<file path="src/rtl/ball_engine_if.sv">
// ball_engine_if: groups the playfield-side signals of ball_engine.
// The slave modport is the engine's view; master is the driving/consuming side.
`timescale 1ns/1ps
`default_nettype none
interface ball_engine_if;
  logic       start;
  logic [2:0] player_left;
  logic [2:0] player_right;
  logic [7:0] near;
  logic [2:0] count;
  logic [5:0] pos_ball;
  logic       miss_valid;
  logic [1:0] miss_side;
  logic       playing;

  modport slave (
    input  start, player_left, player_right, near,
    output count, pos_ball, miss_valid, miss_side, playing
  );

  modport master (
    output start, player_left, player_right, near,
    input  count, pos_ball, miss_valid, miss_side, playing
  );
endinterface
`default_nettype wire

</file>
<file path="src/rtl/ball_engine.sv">
// ball_engine: row-scan counter, ball motion, paddle/wall bounce and miss sequencing.
// Revision 1.0 - initial release.
`timescale 1ns/1ps
`default_nettype none
module ball_engine #(
  parameter int SIZE            = 2,
  parameter int WIDTH           = 8,
  parameter int FRAMES_PER_STEP = 16,
  parameter int HOLD_FRAMES     = 32
) (
  input logic         clk,
  input logic         rst_n,
  ball_engine_if.slave bus
);
  localparam logic [1:0] S_SERVE = 2'd0;
  localparam logic [1:0] S_PLAY  = 2'd1;
  localparam logic [1:0] S_MISS  = 2'd2;

  localparam logic [7:0]        C_FPS_LAST  = 8'(FRAMES_PER_STEP - 1);
  localparam logic [7:0]        C_HOLD_LAST = 8'(HOLD_FRAMES - 1);
  localparam logic [2:0]        C_CENTER    = 3'd3;
  localparam logic [2:0]        C_EDGE_HI   = 3'(WIDTH - 1);
  localparam logic [2:0]        C_LAST_IN   = 3'(WIDTH - 2);
  localparam logic [2:0]        C_BOUNCE_HI = 3'(WIDTH - 3);
  localparam logic signed [4:0] C_SIZE      = 5'(SIZE);
  localparam logic signed [4:0] C_W2        = 5'(WIDTH - 2);
  localparam logic signed [4:0] C_W3        = 5'(WIDTH - 3);

  logic [1:0] r_state;
  logic [2:0] r_count;
  logic [7:0] r_frame;
  logic [7:0] r_hold;
  logic [2:0] r_x, r_y;
  logic       r_dx, r_dy;
  logic [1:0] r_serve_cnt;
  logic [2:0] r_bot_nb;
  logic       r_miss_valid;
  logic [1:0] r_miss_side;
  logic       r_playing;

  function automatic logic f_occ(input logic signed [4:0] r,
                                 input logic signed [4:0] lo,
                                 input logic signed [4:0] hi);
    return (r >= lo) && (r <= hi);
  endfunction

  logic w_edge1, w_move;
  logic w_top_chk, w_bot_chk, w_left_chk, w_right_chk;
  logic w_top_hit, w_bot_hit, w_left_hit, w_right_hit;
  logic w_v_miss, w_h_miss;
  logic signed [4:0] w_y_s, w_y_nb, w_l_lo, w_l_hi, w_r_lo, w_r_hi;
  logic [2:0] w_nx, w_ny;
  logic       w_ndx, w_ndy;
  logic [1:0] w_side;
  logic       w_unused_near;

  assign w_unused_near = &{1'b0, bus.near[4:3]};

  assign w_edge1 = (r_count == 3'd1);
  assign w_move  = (r_state == S_PLAY) && w_edge1 && (r_frame == C_FPS_LAST);

  // Top row comes live from game_process; bottom row was captured at count==0.
  assign w_top_chk = (r_y == 3'd1) && !r_dy;
  assign w_bot_chk = (r_y == C_LAST_IN) && r_dy;
  assign w_top_hit = bus.near[1] | (r_dx ? bus.near[2] : bus.near[0]);
  assign w_bot_hit = r_bot_nb[1] | (r_dx ? r_bot_nb[2] : r_bot_nb[0]);

  assign w_y_s  = $signed({2'b00, r_y});
  assign w_y_nb = r_dy ? (w_y_s + 5'sd1) : (w_y_s - 5'sd1);
  assign w_l_lo = $signed({2'b00, bus.player_left});
  assign w_l_hi = w_l_lo + C_SIZE - 5'sd1;
  assign w_r_lo = C_W2 - $signed({2'b00, bus.player_right});
  assign w_r_hi = C_W3 - $signed({2'b00, bus.player_right}) + C_SIZE;

  assign w_left_chk  = (r_x == 3'd1) && !r_dx;
  assign w_right_chk = (r_x == C_LAST_IN) && r_dx;
  assign w_left_hit  = f_occ(w_y_s, w_l_lo, w_l_hi) | f_occ(w_y_nb, w_l_lo, w_l_hi);
  assign w_right_hit = f_occ(w_y_s, w_r_lo, w_r_hi) | f_occ(w_y_nb, w_r_lo, w_r_hi);

  assign w_v_miss = (w_top_chk && !w_top_hit) || (w_bot_chk && !w_bot_hit);
  assign w_h_miss = (w_left_chk && !w_left_hit) || (w_right_chk && !w_right_hit);

  always_comb begin
    w_ny  = r_dy ? (r_y + 3'd1) : (r_y - 3'd1);
    w_ndy = r_dy;
    if (w_top_chk) begin
      if (w_top_hit) begin
        w_ny  = 3'd2;
        w_ndy = 1'b1;
      end else begin
        w_ny = 3'd0;
      end
    end else if (w_bot_chk) begin
      if (w_bot_hit) begin
        w_ny  = C_BOUNCE_HI;
        w_ndy = 1'b0;
      end else begin
        w_ny = C_EDGE_HI;
      end
    end
  end

  always_comb begin
    w_nx  = r_dx ? (r_x + 3'd1) : (r_x - 3'd1);
    w_ndx = r_dx;
    if (w_left_chk) begin
      if (w_left_hit) begin
        w_nx  = 3'd2;
        w_ndx = 1'b1;
      end else begin
        w_nx = 3'd0;
      end
    end else if (w_right_chk) begin
      if (w_right_hit) begin
        w_nx  = C_BOUNCE_HI;
        w_ndx = 1'b0;
      end else begin
        w_nx = C_EDGE_HI;
      end
    end
  end

  // Vertical side wins when both axes miss on the same move.
  always_comb begin
    w_side = 2'd3;
    if (w_top_chk && !w_top_hit)        w_side = 2'd0;
    else if (w_bot_chk && !w_bot_hit)   w_side = 2'd1;
    else if (w_left_chk && !w_left_hit) w_side = 2'd2;
  end

  always_ff @(posedge clk or negedge rst_n) begin
    if (!rst_n) begin
      r_state      <= S_SERVE;
      r_count      <= 3'd0;
      r_frame      <= 8'd0;
      r_hold       <= 8'd0;
      r_x          <= C_CENTER;
      r_y          <= C_CENTER;
      r_dx         <= 1'b1;
      r_dy         <= 1'b1;
      r_serve_cnt  <= 2'd0;
      r_bot_nb     <= 3'd0;
      r_miss_valid <= 1'b0;
      r_miss_side  <= 2'd0;
      r_playing    <= 1'b0;
    end else begin
      r_count      <= r_count + 3'd1;
      r_miss_valid <= 1'b0;
      if (r_count == 3'd0) r_bot_nb <= bus.near[7:5];
      case (r_state)
        S_SERVE: begin
          if (bus.start) begin
            {r_dx, r_dy} <= r_serve_cnt;
            r_serve_cnt  <= r_serve_cnt + 2'd1;
            r_frame      <= 8'd0;
            r_state      <= S_PLAY;
            r_playing    <= 1'b1;
          end
        end
        S_PLAY: begin
          if (w_edge1) r_frame <= (r_frame == C_FPS_LAST) ? 8'd0 : r_frame + 8'd1;
          if (w_move) begin
            r_x  <= w_nx;
            r_y  <= w_ny;
            r_dx <= w_ndx;
            r_dy <= w_ndy;
            if (w_v_miss || w_h_miss) begin
              r_miss_valid <= 1'b1;
              r_miss_side  <= w_side;
              r_hold       <= 8'd0;
              r_state      <= S_MISS;
              r_playing    <= 1'b0;
            end
          end
        end
        S_MISS: begin
          if (w_edge1) begin
            if (r_hold == C_HOLD_LAST) begin
              r_hold  <= 8'd0;
              r_x     <= C_CENTER;
              r_y     <= C_CENTER;
              r_state <= S_SERVE;
            end else begin
              r_hold <= r_hold + 8'd1;
            end
          end
        end
        default: begin
          r_state   <= S_SERVE;
          r_playing <= 1'b0;
        end
      endcase
    end
  end

  assign bus.count      = r_count;
  assign bus.pos_ball   = {r_x, r_y};
  assign bus.miss_valid = r_miss_valid;
  assign bus.miss_side  = r_miss_side;
  assign bus.playing    = r_playing;
endmodule
`default_nettype wire

</file>
<file path="src/flat_wrapper.sv">
// flat-port wrapper written by rule: the top's interface ports become plain ports
module ball_engine_flat 
#(
  parameter int SIZE            = 2,
  parameter int WIDTH           = 8,
  parameter int FRAMES_PER_STEP = 16,
  parameter int HOLD_FRAMES     = 32
)
  (clk, rst_n, bus_start, bus_player_left, bus_player_right, bus_near, bus_count, bus_pos_ball, bus_miss_valid, bus_miss_side, bus_playing);
  ball_engine_if bus_i ();
  input logic clk;
  input logic rst_n;
  input wire logic [$bits(bus_i.start)-1:0] bus_start;
  input wire logic [$bits(bus_i.player_left)-1:0] bus_player_left;
  input wire logic [$bits(bus_i.player_right)-1:0] bus_player_right;
  input wire logic [$bits(bus_i.near)-1:0] bus_near;
  output wire logic [$bits(bus_i.count)-1:0] bus_count;
  output wire logic [$bits(bus_i.pos_ball)-1:0] bus_pos_ball;
  output wire logic [$bits(bus_i.miss_valid)-1:0] bus_miss_valid;
  output wire logic [$bits(bus_i.miss_side)-1:0] bus_miss_side;
  output wire logic [$bits(bus_i.playing)-1:0] bus_playing;
  assign bus_i.start = bus_start;
  assign bus_i.player_left = bus_player_left;
  assign bus_i.player_right = bus_player_right;
  assign bus_i.near = bus_near;
  assign bus_count = bus_i.count;
  assign bus_pos_ball = bus_i.pos_ball;
  assign bus_miss_valid = bus_i.miss_valid;
  assign bus_miss_side = bus_i.miss_side;
  assign bus_playing = bus_i.playing;
  ball_engine #(.SIZE(SIZE), .WIDTH(WIDTH), .FRAMES_PER_STEP(FRAMES_PER_STEP), .HOLD_FRAMES(HOLD_FRAMES)) u_core (.clk(clk), .rst_n(rst_n), .bus(bus_i));
endmodule
</file>
<file path="config.mk">
export PLATFORM = sky130hd
export DESIGN_NAME = ball_engine_flat
export DESIGN_NICKNAME = d
export VERILOG_FILES = /design/src/rtl/ball_engine_if.sv /design/src/rtl/ball_engine.sv /design/src/flat_wrapper.sv
export SDC_FILE = /design/constraint.sdc
export NUM_CORES = 1
export LEC_CHECK = 0
export CAP_MARGIN = 20
export CORE_UTILIZATION = 45
export CTS_CLUSTER_SIZE = 12
export DETAILED_ROUTE_END_ITERATION = 8
export PLACE_DENSITY = 0.68
export SYNTH_ARGS = -nofsm -noshare
export SYNTH_HDL_FRONTEND = slang
export SYNTH_SLANG_ARGS = --single-unit
export TNS_END_PERCENT = 50
</file>
<file path="constraint.sdc">
create_clock -name clk -period 2.9 [get_ports clk]
set_input_delay 0.435 -clock clk [delete_from_list [all_inputs] [get_ports clk]]
set_output_delay 0.435 -clock clk [all_outputs]
set_load 0.02 [all_outputs]
</file>
==> results.json <==
{
  "outcome": "finished with violations",
  "violations": "design-rule violations",
  "initial_core_util_pct": 47.31,
  "area_growth_pct": 25.02,
  "grt_pass1_wl_um": 11180,
  "final_antenna_net_count": 0,
  "ys_ff_latch": 38,
  "routed_wirelength_um": 6804,
  "syn_area_per_cell_um2": 9.608,
  "setup_viol": 0,
  "clockBufferDepth": 2,
  "endpoint": "u_core.r_state[1]",
  "cts_tree": "yes",
  "pin_count": 30,
  "period_share_pct": 97.09,
  "drc_errors": 6,
  "clock_sinks": 38,
  "end_kind": "flip-flop",
  "final_common_cell": "ha_1",
  "clkTransAtPathRegs_ps": 80,
  "timing.fmax_mhz": 355.2,
  "drv_slew": 0,
  "yosysWarnings": 0,
  "grt_overflow_total": 0,
  "crit_type": "reg2reg",
  "critical_path_peak_fanout": 4,
  "async_flop_share_pct": 100.0,
  "layout.cell_area.non_filler_mm2": 0.003820,
  "worstPathRequired_ps": 3080,
  "cts_hold_buf": 0,
  "fin_nets": 442,
  "max_cap_violations": 0,
  "dp_slack_ps": -249.4,
  "finalSetupTns_ps": 0,
  "synthMuxAreaShare_pct": 1.761,
  "die_w_um": 84.40,
  "relSlewSlack_pct": 42.07,
  "die-height_um": 84.40,
  "vias": 2566,
  "layout-drive-gt1-share_pct": 21.16,
  "place_area_mm2": 0.003586,
  "antenna_found_initial": 0,
  "synth.distinct_cells": 69,
  "dr.pass1.iters": 6,
  "ys_seq_area_share_pct": 31.37,
  "cts_buffers": 5,
  "r2r_start": "u_core.r_y[1]",
  "htree_levels": 2,
  "rows": 29,
  "rsz0062_at_grt": "true",
  "synth-simple-area-share_pct": 19.45,
  "synth_nets": 383,
  "grt_pass1_vias": 2392,
  "layout_min_cycle_time_ps": 2816,
  "fp.dieArea_mm2": 0.007123,
  "min-delay-path-class": "in2async",
  "ir_drop_uv": 201.4,
  "first_iter_violations": 123,
  "power_density_mw_per_mm2": 293.2,
  "clock_skew_ps": 5.402,
  "startpoint_type": "flip-flop",
  "most-common-layout-cells": "ha_1, dfrtp_1, buf_4",
  "wl_per_cell_um": 14.95,
  "timing.final.ws_setup_ps": 84.46,
  "power.leakage_nw": 1.744,
  "synth_area_mm2": 0.003055,
  "cts-root-buf": "clkbuf_8",
  "synthCells": 318,
  "rr_worst_depth": 12,
  "dp_hpwl_um": 5000,
  "tightest_slew_ps": 869.0,
  "synthAdderAreaFrac_pct": 19.90,
  "vias_per_cell": 5.640,
  "synth_xor_area_share_pct": 4.873,
  "worstReg2RegEnd": "u_core.r_state[1]",
  "grt_max_degree": 39,
  "timing.hold.ws_ps": 244.1,
  "numPortBuffers": 27,
  "insertion_delay_ps": 290,
  "core-area_mm2": 0.006459,
  "grt.total_usage_pct": 19.44,
  "cp.arrival_ps": 2990,
  "gp_congestion": 0.8928,
  "synth_edf_count": 0,
  "synth-compound-area-share_pct": 18.80,
  "p_total_mw": 1.120,
  "synth_ff_type": "dfrtp_1",
  "synth_top_family_by_area": "adder cells",
  "n_antenna_cell": 0,
  "cp-startpoint": "u_core.r_y[1]",
  "rrSetupSlack_ps": 80,
  "hold_viol_final": 0
}
flip-flops by register name (all words and copies together), names as in the netlist, 2 cells and up:
register and flops:
u_core.r_serve_cnt 2, u_core.r_y 3, u_core.r_state 2, u_core.r_frame 8
u_core.bus.count 3, u_core.r_bot_nb 3, u_core.bus.miss_side 2, u_core.r_hold 8
u_core.r_x 3
through the flow:
stage                     utilization (%)  std cells
after floorplan                         -        318
after global placement              55.52        443
after detailed placement            55.52        443
after CTS                           57.30        451
after global routing                59.14        455
final                               59.14        455
cell families (layout without fill, tap and decap cells):
logic type	count (synthesis)	in the layout
muxes	5	5
adders and majority gates	48	48
xor gates and xnor gates	17	17
buffers and inverters	26	86
DFF	38	38
AOI/OAI and AO/OA	83	83
other	1	1
and+or+nand+nor	100	100
cells in the mapped netlist, types with 2 or more instances:
cell	instances	area share, %
ha_1	47	19
dfrtp_1	32	26
inv_1	22	2.7
o21ai_0	22	3.6
nand2_1	21	2.6
nor2_1	20	2.5
a21oi_1	17	2.8
xor2_1	10	2.9
nand3_1	9	1.5
nand2b_1	8	1.6
xnor2_1	7	2.0
dfstp_2	6	5.2
nor3_1	6	0.98
nand4_1	5	1.0
a31oi_1	4	0.82
and3_1	4	0.82
nor2b_1	4	0.82
o211ai_1	4	0.98
a211oi_1	3	0.74
a21boi_0	3	0.74
a2bb2oi_1	3	0.86
a41o_1	3	0.98
mux2_2	3	1.1
buf_6	2	0.74
mux2i_1	2	0.66
nand3b_1	2	0.49
o211a_1	2	0.66
o21a_1	2	0.49
o21ai_1	2	0.33
o22a_1	2	0.57
o31ai_1	2	0.49
or2_2	2	0.41
worst max-delay path, cell delays in order, from the launching register on:
cell      delay, ps
dfstp_2         580
inv_2            60
ha_4            160
mux2i_4         180
xnor2_2         140
buf_4           170
ha_4            250
o21ai_2          40
o211ai_1        190
o211ai_1        200
o211ai_4        320
a31oi_4         170
or2_1           230
area by class of cell:
type | count | area [um^2]
Fill cell | 548 | 2639
Multi-Input combinational cell | 254 | 2092
Timing Repair Buffer | 56 | 499.2
Clock buffer | 7 | 86.33
Tap cell | 77 | 96.34
Clock inverter | 1 | 5.005
Inverter | 22 | 82.58
Sequential cell | 38 | 958.4
how the worst min path moves through the flow:
stage          cells after the start  slack [ps]               endpoint             startpoint
2_1_floorplan                      0         140    u_core.bus.count[0]                  rst_n
3_3_place_gp                       1         460  u_core.r_serve_cnt[1]  u_core.r_serve_cnt[1]
3_5_place_dp                       1         460  u_core.r_serve_cnt[1]  u_core.r_serve_cnt[1]
4_1_cts                            1         280       u_core.r_hold[6]                  rst_n
5_1_grt                            1         330       u_core.r_hold[6]                  rst_n
6_report                           1         240    u_core.bus.count[1]                  rst_n
routing by layer:
| layer | part of all wire, % | wire, um | track usage (%) |
|---|---|---|---|
| met4 | 0.65 | 44 | 3.698 |
| met1 | 49 | 3355 | 27.19 |
| met5 | 0 | 0 | 0 |
| met2 | 47 | 3165 | 31.89 |
| met3 | 3.5 | 239 | 3.540 |
what timing repair did:
| action | in CTS | in global routing |
|---|---|---|
| resized for setup | 3 | 20 |
| pin swaps | 1 | 13 |
| setup buffers | 0 | 4 |
| endpoints found under the hold margin | 0 | 0 |
| setup endpoints to repair | 11 | 16 |
power breakdown:
| part | internal, mW | switching (mW) |
|---|---|---|
| combinational | 0.104 | 0.0993 |
| clock | 0.192 | 0.188 |
| sequential | 0.534 | 0.00251 |
| total | 0.831 | 0.289 |
Note: power is estimated with default switching activity, not from simulation.
